===== config.mk =====
export PLATFORM = sky130hd
export DESIGN_NAME = pueo_scaler_gate_counter
export DESIGN_NICKNAME = d
export VERILOG_FILES = /design/src/rtl/pueo_scaler_gate_counter.sv
export SDC_FILE = /design/constraint.sdc
export NUM_CORES = 1
export LEC_CHECK = 0
export BUFFER_PORTS_ARGS = -buffer_cell sky130_fd_sc_hd__buf_2
export CAP_MARGIN = 20
export CORE_MARGIN = 2
export CORE_UTILIZATION = 45
export DETAILED_ROUTE_END_ITERATION = 16
export HOLD_SLACK_MARGIN = 0.12
export PLACE_DENSITY = 0.73
export RECOVER_POWER = 50
export SYNTH_ARGS = -nofsm -noshare
export SYNTH_HDL_FRONTEND = slang
export SYNTH_SLANG_ARGS = --single-unit

===== constraint.sdc =====
create_clock -name wb_clk_i -period 5.6 [get_ports wb_clk_i]
set_clock_uncertainty 0.15 [all_clocks]
set_input_delay 1.12 -clock wb_clk_i [delete_from_list [all_inputs] [get_ports wb_clk_i]]
set_output_delay 1.12 -clock wb_clk_i [all_outputs]
set_load 0.05 [all_outputs]

===== src/rtl/pueo_scaler_gate_counter.sv =====
// PUEO scaler gate counter: gated per-channel trigger scalers latched on PPS,
// with a Wishbone register file for gate control and readback.
module pueo_scaler_gate_counter #(
  parameter int NCHAN         = 8,
  parameter int NGP           = 6,
  parameter int CNT_WIDTH     = 16,
  parameter int GATELEN_WIDTH = 16
) (
  input  logic             wb_clk_i,
  input  logic             wb_rst_i,
  input  logic             wb_cyc_i,
  input  logic             wb_stb_i,
  input  logic             wb_we_i,
  input  logic [6:0]       wb_adr_i,
  input  logic [31:0]      wb_dat_i,
  input  logic [3:0]       wb_sel_i,
  output logic [31:0]      wb_dat_o,
  output logic             wb_ack_o,
  output logic             wb_err_o,
  output logic             wb_rty_o,
  input  logic             pps_i,
  input  logic [NGP-1:0]   gp_gate_i,
  input  logic [NCHAN-1:0] trig_i,
  output logic             gate_o,
  output logic [NCHAN-1:0] gate_en_o
);

  localparam logic [3:0] SEL_PPS = 4'(NGP + 1);
  localparam logic [3:0] SEL_ONE = 4'(NGP + 2);
  localparam logic [CNT_WIDTH-1:0] CNT_MAX = '1;

  typedef logic [CNT_WIDTH-1:0] cnt_t;
  typedef logic [GATELEN_WIDTH-1:0] glen_t;

  logic               ack_q, ack_d;
  logic [31:0]        dat_q, dat_d;
  logic [3:0]         gate_sel_q, gate_sel_d;
  logic               invert_q, invert_d;
  glen_t              gatelen_q, gatelen_d;
  logic [NCHAN-1:0]   enable_q, enable_d;
  logic               new_data_q, new_data_d;
  logic [NCHAN-1:0]   stat_sat_q, stat_sat_d;
  logic [NGP-1:0]     gp_q, gp_d;
  logic               win_q, win_d;
  glen_t              win_cnt_q, win_cnt_d;
  logic               gate_q, gate_d;
  cnt_t               cnt_q [NCHAN];
  cnt_t               cnt_d [NCHAN];
  cnt_t               scaler_q [NCHAN];
  cnt_t               scaler_d [NCHAN];
  logic [NCHAN-1:0]   sat_q, sat_d;

  logic               req, wr, rd;
  logic [4:0]         reg_idx;
  logic               is_scaler;
  cnt_t               scaler_rd;
  logic [31:0]        rdata;
  logic               raw_gate;
  logic [NCHAN-1:0]   inc;
  logic               unused;

  assign unused = ^{wb_sel_i, wb_adr_i[1:0], wb_dat_i};

  assign req       = wb_cyc_i && wb_stb_i && !ack_q;
  assign wr        = req && wb_we_i;
  assign rd        = req && !wb_we_i;
  assign reg_idx   = wb_adr_i[6:2];
  assign is_scaler = reg_idx[4] && (int'(reg_idx[3:0]) < NCHAN);
  assign inc       = trig_i & enable_q & {NCHAN{gate_q}};

  always_comb begin
    scaler_rd = '0;
    for (int i = 0; i < NCHAN; i++) begin
      if (reg_idx[3:0] == 4'(i)) scaler_rd = scaler_q[i];
    end
    rdata = '0;
    unique case (1'b1)
      reg_idx == 5'd0: begin
        rdata[3:0] = gate_sel_q;
        rdata[4]   = invert_q;
        rdata[16 +: GATELEN_WIDTH] = gatelen_q;
      end
      reg_idx == 5'd1: rdata[NCHAN-1:0] = enable_q;
      reg_idx == 5'd2: begin
        rdata[NCHAN-1:0] = stat_sat_q;
        rdata[31]        = new_data_q;
      end
      is_scaler: rdata[CNT_WIDTH-1:0] = scaler_rd;
      default: ;
    endcase
  end

  always_comb begin
    ack_d      = req;
    dat_d      = rd ? rdata : dat_q;
    gate_sel_d = gate_sel_q;
    invert_d   = invert_q;
    gatelen_d  = gatelen_q;
    enable_d   = enable_q;
    if (wr && reg_idx == 5'd0) begin
      gate_sel_d = wb_dat_i[3:0];
      invert_d   = wb_dat_i[4];
      gatelen_d  = wb_dat_i[16 +: GATELEN_WIDTH];
    end
    if (wr && reg_idx == 5'd1) enable_d = wb_dat_i[NCHAN-1:0];
    // A PPS latch wins over a coincident STATUS read clear
    new_data_d = new_data_q;
    if (pps_i) new_data_d = 1'b1;
    else if (rd && reg_idx == 5'd2) new_data_d = 1'b0;
  end

  always_comb begin
    gp_d     = gp_gate_i;
    raw_gate = 1'b0;
    if (gate_sel_q == SEL_PPS) raw_gate = win_q;
    else if (gate_sel_q == SEL_ONE) raw_gate = 1'b1;
    else begin
      for (int i = 0; i < NGP; i++) begin
        if (gate_sel_q == 4'(i + 1)) raw_gate = gp_q[i];
      end
    end
    gate_d    = raw_gate ^ invert_q;
    win_d     = 1'b0;
    win_cnt_d = '0;
    if (gate_sel_q == SEL_PPS) begin
      if (win_q) begin
        if (win_cnt_q != gatelen_q) begin
          win_d     = 1'b1;
          win_cnt_d = win_cnt_q + glen_t'(1);
        end
      end else if (pps_i) begin
        win_d = 1'b1;
      end
    end
  end

  always_comb begin
    stat_sat_d = pps_i ? sat_q : stat_sat_q;
    sat_d      = sat_q;
    for (int i = 0; i < NCHAN; i++) begin
      cnt_d[i]    = cnt_q[i];
      scaler_d[i] = scaler_q[i];
      if (pps_i) begin
        scaler_d[i] = cnt_q[i];
        cnt_d[i]    = cnt_t'(inc[i]);
        sat_d[i]    = 1'b0;
      end else if (inc[i]) begin
        if (cnt_q[i] == CNT_MAX) sat_d[i] = 1'b1;
        else cnt_d[i] = cnt_q[i] + cnt_t'(1);
      end
    end
  end

  always_ff @(posedge wb_clk_i) begin
    if (wb_rst_i) begin
      ack_q      <= 1'b0;
      dat_q      <= '0;
      gate_sel_q <= '0;
      invert_q   <= 1'b0;
      gatelen_q  <= '0;
      enable_q   <= '0;
      new_data_q <= 1'b0;
      stat_sat_q <= '0;
      gp_q       <= '0;
      win_q      <= 1'b0;
      win_cnt_q  <= '0;
      gate_q     <= 1'b0;
      sat_q      <= '0;
      for (int i = 0; i < NCHAN; i++) begin
        cnt_q[i]    <= '0;
        scaler_q[i] <= '0;
      end
    end else begin
      ack_q      <= ack_d;
      dat_q      <= dat_d;
      gate_sel_q <= gate_sel_d;
      invert_q   <= invert_d;
      gatelen_q  <= gatelen_d;
      enable_q   <= enable_d;
      new_data_q <= new_data_d;
      stat_sat_q <= stat_sat_d;
      gp_q       <= gp_d;
      win_q      <= win_d;
      win_cnt_q  <= win_cnt_d;
      gate_q     <= gate_d;
      sat_q      <= sat_d;
      for (int i = 0; i < NCHAN; i++) begin
        cnt_q[i]    <= cnt_d[i];
        scaler_q[i] <= scaler_d[i];
      end
    end
  end

  assign wb_dat_o  = dat_q;
  assign wb_ack_o  = ack_q;
  assign wb_err_o  = 1'b0;
  assign wb_rty_o  = 1'b0;
  assign gate_o    = gate_q;
  assign gate_en_o = enable_q;

endmodule


# Word-level counts from Yosys, hierarchy flattened
# Memory sizes are Yosys's and may differ from the RTL's.
# Index checks and enable logic that the tools add are counted.
dict set report classes {
  eq_ne 26
  reduce_logical 24
  mul 0
  n_lt_le_gt_ge 1
  n_mux 77
  n_div 0
  addsub 9
  n_bitwise 22
  shift 0
}
# operator n
set op_table {}
lappend op_table {{2-to-1 mux 16 bit} 56}
lappend op_table {{adder 16 x 1 -> 16 bit, second input constant} 9}
lappend op_table {{== test 16 bit, second input constant} 8}
lappend op_table {{== test 4 x 3 -> 1 bit, second input constant} 8}
lappend op_table {{one-hot mux 5 bit (4 select lines)} 1}
lappend op_table {{bitwise AND 8 bit} 2}
lappend op_table {{== test 4 x 2 -> 1 bit, second input constant} 4}
lappend op_table {{2-to-1 mux 1 bit} 16}
lappend op_table {{!= test 16 bit} 1}
lappend op_table {{OR 1 bit} 16}
lappend op_table {{AND reduction 2 bit} 8}
lappend op_table {{2-to-1 mux 15 bit} 1}
lappend op_table {{one-hot mux 3 bit (3 select lines)} 1}
lappend op_table {{== test 4 x 1 -> 1 bit, second input constant} 2}
lappend op_table {{logical AND 1 bit} 8}
lappend op_table {{2-to-1 mux 8 bit} 1}
lappend op_table {{== test 5 x 1 -> 1 bit, second input constant} 1}
lappend op_table {{== test 5 x 2 -> 1 bit, second input constant} 1}
lappend op_table {{zero test 5 bit} 1}
lappend op_table {{== test 4 bit, second input constant} 1}
lappend op_table {{zero test 4 bit} 1}
lappend op_table {{< comparator 4 bit, second input constant} 1}
lappend op_table {{OR reduction 2 bit} 2}
lappend op_table {{OR reduction 4 bit} 1}
lappend op_table {{other kinds (5)} 8}
dict set report word_totals {
  mem_count 2
  in_bits 63
  rom_bits 0
  output_inout_bits 44
  latchBits 0
  elab_cells 181
  ram_bits 256
  ff_bits 103
}
# memory depth word_bits rd rd_clocked_by_memory_dff wr line_no
set memory_table {}
lappend memory_table {cnt_q 8 16 8 0 8 47} ;# cnt_t cnt_q [NCHAN];
lappend memory_table {scaler_q 8 16 8 0 8 49} ;# cnt_t scaler_q [NCHAN];

# Logic depth before layout (Yosys ltp)
# Gate-level depths: netlist of the first run.
dict set report logic_depth {
  word_depth 10
  depth_mapped 8
  ltp_nobuf 6
}

# Worst setup path after synthesis of the first run
# Ideal clock, no wire load.
dict set report synth_timing {
  path_kind {input-to-reg}
  from {input wb_adr_i[2]}
  to {register dat_q[2], in the netlist wb_dat_o[2]}
  n_path_buf 3
  required_time_ns 5.355
  path_slack_ns 2.917
  setup_time_ns 0.095
  t_arrival_ns 2.437
  cell_stages 7
  path_cell_list {buf_2 -> buf_4 -> buf_4 -> or3_1 -> o21ai_0 -> a31oi_1 -> a221oi_1}
}
dict set report synth_via {
  elab_chain_cells 10
  word_cells_on_any_way 22
  classes_between {1 x order compare; 9 x eq/ne; 9 x mux; 3 x reduce/logical}
}
# item line_no
set synth_lines {}
lappend synth_lines {{from (decl)} 14} ;# input logic [6:0] wb_adr_i,
lappend synth_lines {{zero test 4 bit} 74} ;# if (reg_idx[3:0] == 4'(i)) scaler_rd = scaler_q[i];
lappend synth_lines {{2-to-1 mux 16 bit (8 in series)} 74}
lappend synth_lines {{one-hot mux 5 bit (4 select lines) (*)} 77} ;# unique case (1'b1)
lappend synth_lines {{to (signal assigned)} 175} ;# dat_q <= dat_d;
lappend synth_lines {{to (decl)} 36} ;# logic [31:0] dat_q, dat_d;
# Mark *: on every way between the ends. The rest lies on a longest branch, timed or not.
# A chain may end at the register's enable or synchronous reset.

==> results of run 1 <==
## how the worst max path moves through the flow
stage	start	end	slack, ns
finish	wb_rst_i	cnt_q[0][20]	1.73
global route	wb_rst_i	cnt_q[0][8]	1.48
CTS	wb_we_i	wb_dat_o[14]	2.41
detailed placement	wb_we_i	wb_dat_o[14]	1.88
global placement	wb_we_i	wb_dat_o[14]	1.96
floorplan	wb_adr_i[2]	wb_dat_o[2]	2.92
## sequential cells by signal, summed over array words and instances, names as in the netlist
name	count
gate_en_o	8
scaler_q	128
wb_dat_o	32
gate_sel_q	4
stat_sat_q	8
gp_q	6
invert_q	1
wb_ack_o	1
win_q	1
gatelen_q	16
win_cnt_q	16
sat_q	8
gate_o	1
cnt_q	128
new_data_q	1
## placed cells by master, fill, tap and decap left out, drive strengths merged, types with 6 or more instances in the layout
| cell type | netlist | layout |
|---|---|---|
| a211o | 7 | 7 |
| a211oi | 7 | 7 |
| a21o | 9 | 9 |
| a21oi | 75 | 75 |
| a221oi | 6 | 6 |
| a22oi | 29 | 29 |
| a31oi | 18 | 18 |
| and2 | 7 | 7 |
| and3 | 27 | 27 |
| and4 | 21 | 21 |
| buf | 48 | 64 |
| clkbuf | 62 | 90 |
| clkinv | 0 | 12 |
| dfxtp | 359 | 359 |
| ha | 9 | 9 |
| inv | 21 | 23 |
| mux2 | 10 | 10 |
| mux2i | 163 | 163 |
| nand2 | 114 | 114 |
| nand2b | 6 | 6 |
| nand3 | 53 | 53 |
| nand4 | 36 | 36 |
| nor2 | 317 | 317 |
| nor2b | 25 | 25 |
| nor3 | 36 | 36 |
| nor4 | 12 | 12 |
| o2111ai | 10 | 10 |
| o211ai | 23 | 23 |
| o21a | 9 | 9 |
| o21ai | 61 | 61 |
| o22a | 8 | 8 |
| o22ai | 12 | 12 |
| o41ai | 9 | 9 |
| or3 | 17 | 17 |
| or4 | 7 | 7 |
| xnor2 | 23 | 23 |
| xor2 | 85 | 85 |
## critical path, cell delays in order
cell	delay, ns
buf_6	0.51
or2_1	1.96
buf_12	0.33
nor2_1	0.09
## routing by layer
metal | share of wire [%] | global-route usage (%) | wire (µm)
met4 | 3.3 | 8.453 | 1419
met2 | 45 | 36.02 | 19670
met5 | 0 | 0 | 0
met1 | 45 | 31.26 | 19560
met3 | 6.5 | 3.148 | 2810
## kinds of logic after synthesis
family	synth area share [%]
adder cells (fa/ha/maj)	0.6957
AO/OA/AOI/OAI	13.07
buffers and inverters	3.370
AND/OR/NAND/NOR	21.26
flip-flops	44.40
multiplexers	11.33
XOR/XNOR	5.844
other	0.02317
## cells in the mapped netlist (all sizes together), types with 21 or more instances
library cell	n	area share [%]
clkbuf	62	1.4
o21ai	61	1.9
nand3	53	1.7
nor3	36	1.3
xnor2	23	1.2
a22oi	29	1.3
xor2	85	4.6
nand2	114	2.7
dfxtp	359	44
nor2b	25	0.97
nor2	317	7.4
inv	21	0.49
nand4	36	1.5
o211ai	23	1.1
and3	27	1.0
a21oi	75	2.3
mux2i	163	10
and4	21	1.1
buf	48	1.4
## power by group through the flow
stage / logic [mW] / clock network, mW / registers (mW)
6_report: 0.213 / 2.47 / 2.56
5_1_grt: 0.227 / 2.61 / 2.56
4_1_cts: 0.211 / 2.50 / 2.56
3_5_place_dp: 0.211 / 0 / 2.62
3_3_place_gp: 0.209 / 0 / 2.62
2_1_floorplan: 0.148 / 0 / 2.62
## cell type report
class | instances | area, µm² | area share (%)
multi-input cells | 1318 | 8468 | 46.89
flip-flops and latches | 359 | 7187 | 39.79
clock buffers | 54 | 1072 | 5.937
well taps | 461 | 576.8 | 3.194
repair buffers | 100 | 533.0 | 2.951
clock inverters | 16 | 141.4 | 0.7829
inverters | 21 | 78.83 | 0.4365
diodes | 1 | 2.502 | 0.01386
## metrics by stage
stage,utilization (%),hold WS [ns],std cells,worst slack (ns)
after floorplan,-,0.2865,1808,2.917
after global placement,47.53,0.2937,2257,1.963
after detailed placement,47.53,0.2947,2257,1.883
after CTS,50.95,0.3009,2327,2.414
after global routing,50.90,0.3221,2330,1.476
final,50.90,0.3039,2330,1.725
==> key figures, run 1 <==
Timing
  – RSZ-0062 raised after global routing: false
  – Crit share post-route: 69.19%
  – Min Clock Period, post-route: 3.875 ns
  – Max-slew violation count: 83
  – Endpoints failing hold: 0
  – TNS Setup: 0 ns
  – Worst Tran Pin Value: 2.577 ns
  – Final Setup Violations: 0
  – Worst slew margin: -71.77%
  – Fmax: 258.1 MHz

Pwr
  – Total Power: 5.238 mW
  – Sequential share of power: 48.9%
  – Sw Pwr: 1.180 mW
  – P_int: 4.058 mW
  – Clk pwr share: 47.1%
  – Comb pwr share: 4.1%
  – Power per Cell Area: 290.1 nW/µm²
  – Peak VDD IR: 0.0002843 V
  – Sw frac: 22.53%
  – Leakage: 6.655 nW

Clock network
  – H-tree Lvls: 2
  – Sink Count: 359
  – Clock Latency Late Sink: 0.52 ns
  – Setup repair bufs after CTS: 0
  – CTS Hold Bufs: 0
  – Clk slew on worst S/H paths: 0.06 ns
  – TritonCTS clock tree: built
  – Clock Path Buffers: 3
  – Post-CTS sizing: 0
  – CTS root buf: clkbuf_16
  – Inserted Clock Buffers: 39

Synthesis
  – Post-synth EDFFs: 0
  – Asr flop ratio synth: 0%
  – Top FF cell, synth: dfxtp_1
  – Syn Inst Count: 1807
  – Cell variety after synth: 80
  – Sequential-to-total area share from yosys stat: 44.40%
  – Avg Cell Area, Syn: 8.958 µm²
  – Synth Register Bits: 359
  – Synthesized area: 16190 µm²
  – Yosys warns: 0

Setup path
  – CP Max Fanout: 84
  – Register-to-register setup slack: 2.53 ns
  – CP endpoint kind: flop
  – R2r startpoint: gate_o
  – CP Launch Type: input port
  – R2R Path End: cnt_q[0][62]
  – WS Path Type: input port to flop
  – R2R depth: 5
  – Crit path required time: 5.83 ns
  – CP arrival: 4.11 ns

Floorplanning
  – Die Ht: 193.7 µm
  – Initial Utilization: 45.62%
  – Ports: 107
  – Die Wd: 193.7 µm
  – Die area: 37500 µm²
  – Std-Cell Core Area: 35480 µm²
  – Std cell rows: 69

Place
  – Port bufs: 90
  – Placed Area: 16870 µm²
  – RD Place Congestion: 0.8557
  – Hpwl dp: 29660 µm

Worst hold path
  – Hold Crit Start: wb_dat_o[7]
  – Hold path cells: 2
  – Worst Hold Path EP: wb_dat_o[7]
  – Hold Path Class: flop to flop

Detailed routing
  – 1st-iter DRT viols: 1378
  – Vias: 13590
  – Routed len/inst: 18.65 µm
  – # DRC: 0
  – DR pass1 iterations: 5
  – Vias per cell: 5.832
  – Final ANT Viol Nets: 0
  – Routed WL: 43460 µm

Global route
  – Largest net degree at the start of global routing: 143
  – Vias in the first global route: 12740
  – All-Layer GR Usage: 22.62%
  – Initial antenna violation count: 1
  – First-pass GRT wire length: 69520 µm
  – Global route overflow: 0

Layout
  – Layout net count: 1911
  – Ratio of cells with drive above 1 in the final layout: 8.672%
  – Cell area after layout: 18060 µm²
  – Fill count: 3233
  – Area grow syn2layout: 11.57%

Job
  – Max_cap viols: 2

Run status
  – Status: complete, but fails checks
  – Failing checks: capacitance limit, slew limit
Power figures use the tool's default switching activity.
==> run 2, diff against run 1 <==
--- a/config.mk
+++ b/config.mk
@@ -5,6 +5,7 @@
 export SDC_FILE = /design/constraint.sdc
 export NUM_CORES = 1
 export LEC_CHECK = 0
+export ABC_AREA = 1
 export BUFFER_PORTS_ARGS = -buffer_cell sky130_fd_sc_hd__buf_2
 export CAP_MARGIN = 20
 export CORE_MARGIN = 2
==> constraint.sdc (replaced) <==
create_clock -name wb_clk_i -period 3.6 [get_ports wb_clk_i]
set_clock_uncertainty 0.15 [all_clocks]
set_input_delay 0.72 -clock wb_clk_i [delete_from_list [all_inputs] [get_ports wb_clk_i]]
set_output_delay 0.72 -clock wb_clk_i [all_outputs]
set_load 0.05 [all_outputs]
==> key figures, run 2 <==
Detailed routing
  – 1st-iter DRT viols: 1259
  – # DRC: 0
  – Routed len/inst: 16.29 µm
  – Vias per cell: 5.448
  – Routed WL: 43600 µm
  – Final ANT Viol Nets: 0
  – Vias: 14580
  – DR pass1 iterations: 6

Synthesis
  – Post-synth top area share: 46.14%
  – Post-synth EDFFs: 0
  – Area leader, netlist: dfxtp_1
  – Syn Inst Count: 2131
  – Cell variety after synth: 43
  – Area contributors post-synth: dfxtp_1 46%, nand2_1 10%, o21ai_0 7.0%
  – Synth Register Bits: 359
  – Top FF cell, synth: dfxtp_1
  – Avg Cell Area, Syn: 7.309 µm²
  – Sequential-to-total area share from yosys stat: 46.14%
  – Yosys warns: 0
  – Synth cell count leaders: 427 x nand2_1, 359 x dfxtp_1, 252 x inv_1, 217 x o21ai_0, 171 x nor2_1
  – Synthesized area: 15570 µm²
  – Asr flop ratio synth: 0%
  – Top-count cell post-synth: nand2_1

Setup path
  – R2r startpoint: gate_o
  – CP endpoint kind: flop
  – WS Path Type: input port to flop
  – Crit path required time: 3.86 ns
  – CP Launch Type: input port
  – Worst Setup SP: pps_i
  – CP Max Fanout: 35
  – CP arrival: 3.31 ns

Clock network
  – CTS root buf: clkbuf_16
  – Inserted Clock Buffers: 38
  – Clock Path Buffers: 3
  – Post-CTS sizing: 0
  – TritonCTS clock tree: built
  – Clock Latency Late Sink: 0.53 ns
  – CTS Hold Bufs: 0
  – H-tree Lvls: 2
  – Setup repair bufs after CTS: 0
  – Clk slew on worst S/H paths: 0.06 ns
  – Sink Count: 359

Run status
  – Failing checks: capacitance limit, slew limit
  – Status: complete, but fails checks

Timing
  – Min Clock Period, post-route: 3.046 ns
  – Fmax: 328.3 MHz
  – Endpoints failing hold: 0
  – Worst slew margin: -80.06%
  – Max-slew violation count: 47
  – TNS Setup: 0 ns
  – RSZ-0062 raised after global routing: false
  – Crit share post-route: 84.62%
  – Hold_ws: 0.2570 ns
  – Worst Tran Pin Value: 2.701 ns
  – Final Setup Violations: 0

Layout
  – Most frequent cells in the layout: 428 x nand2_1, 359 x dfxtp_1, 254 x inv_1, 217 x o21ai_0, 172 x nor2_1
  – Area grow syn2layout: 12.84%
  – Final std cells w/o fill: 2676
  – Layout net count: 2266
  – Commonest non-fill, non-tap cell in the layout: nand2_1
  – Ratio of cells with drive above 1 in the final layout: 7.748%

Floorplanning
  – Initial Utilization: 45.42%
  – Die Wd: 190.0 µm
  – Die area: 36120 µm²
  – Ports: 107
  – Die Ht: 190.0 µm
  – Std cell rows: 68
  – Std-Cell Core Area: 34290 µm²

Worst hold path
  – Hold Crit Start: gp_gate_i[0]
  – Hold Path Class: input port to flop

Pwr
  – Peak VDD IR: 0.0003107 V
  – Leakage: 6.270 nW
  – Power per Cell Area: 473.8 nW/µm²

Place
  – RD Place Congestion: 0.8941
  – Port bufs: 90
  – Placed insts: 2609
  – Hpwl dp: 30740 µm

Job
  – Max_cap viols: 1

Global route
  – Initial antenna violation count: 2
  – Global route overflow: 0
  – All-Layer GR Usage: 23.91%
  – Vias in the first global route: 13800
  – First-pass GRT wire length: 70080 µm
  – Largest net degree at the start of global routing: 172
-- run 2: cell count changes after synthesis, moves of 91 or more --
cell     delta
nand2_1   +314
inv_1     +231
mux2i_1   -163
o21ai_0   +157
nor2_1    -145
nand3_1    +91
-- run 2: kinds of logic (layout without fill, tap and decap cells) --
group,count (synthesis),after routing,synth area share [%]
simple gates,909,909,26.35
compound gates,472,472,16.15
flops,359,359,46.14
buf+inv,350,438,8.869
xor+xnor,31,31,1.743
fa+ha+maj,9,9,0.7230
other cells,1,3,0.02408
-- run 2: report_power, final --
group	internal, mW	switching, mW	leakage (nW)
Clock	2.48	1.60	0.643
Combinational	0.0626	0.206	2.74
Sequential	3.98	0.00415	2.89
Total	6.52	1.81	6.27
-- run 2: per-stage QoR --
| step | util (%) | power, mW | worst slack (ns) | area, µm² |
|---|---|---|---|---|
| after global routing | 51.25 | 8.560 | 0.4535 | 17570 |
| after CTS | 51.58 | 8.373 | 0.9634 | 17690 |
| final | 51.26 | 8.328 | 0.5536 | 17570 |
| after global placement | 47.77 | 4.340 | 0.5645 | 16380 |
| after floorplan | - | 4.239 | 1.494 | 15580 |
| after detailed placement | 47.77 | 4.343 | 0.5082 | 16380 |
-- run 2: metal layers --
metal	up-vias	track usage [%]	part of all wire [%]
met5	-	0	0.030
met4	2	9.899	3.5
met3	96	3.782	7.0
met2	494	39.89	46
met1	6820	30.81	44
li1	7168	-	-
-- run 2: path summary, 6_finish.rpt --
check,slack (ns),end,cells after the start
worst max-delay path,0.55,cnt_q[0][9],6
worst min-delay path,0.26,gp_q[0],3
worst max register to register,0.96,cnt_q[0][43],9
worst min register to register,0.30,scaler_q[1][44],2
-- run 2: layout make-up --
cell class	instances	area [µm²]
clock buffer	52	1127
multi-input combinational	1423	6992
antenna	1	2.502
clock inverter	14	178.9
tap	455	569.3
inverter	268	1006
timing repair buffer	104	511.7
fill	3262	16710
sequential	359	7187
-- run 2: worst max-delay path, stage by stage --
cell	delay, ns
clkbuf_1	0.68
nor2_1	0.26
inv_1	0.63
clkbuf_2	0.77
a21oi_1	0.09
o21a_1	0.15
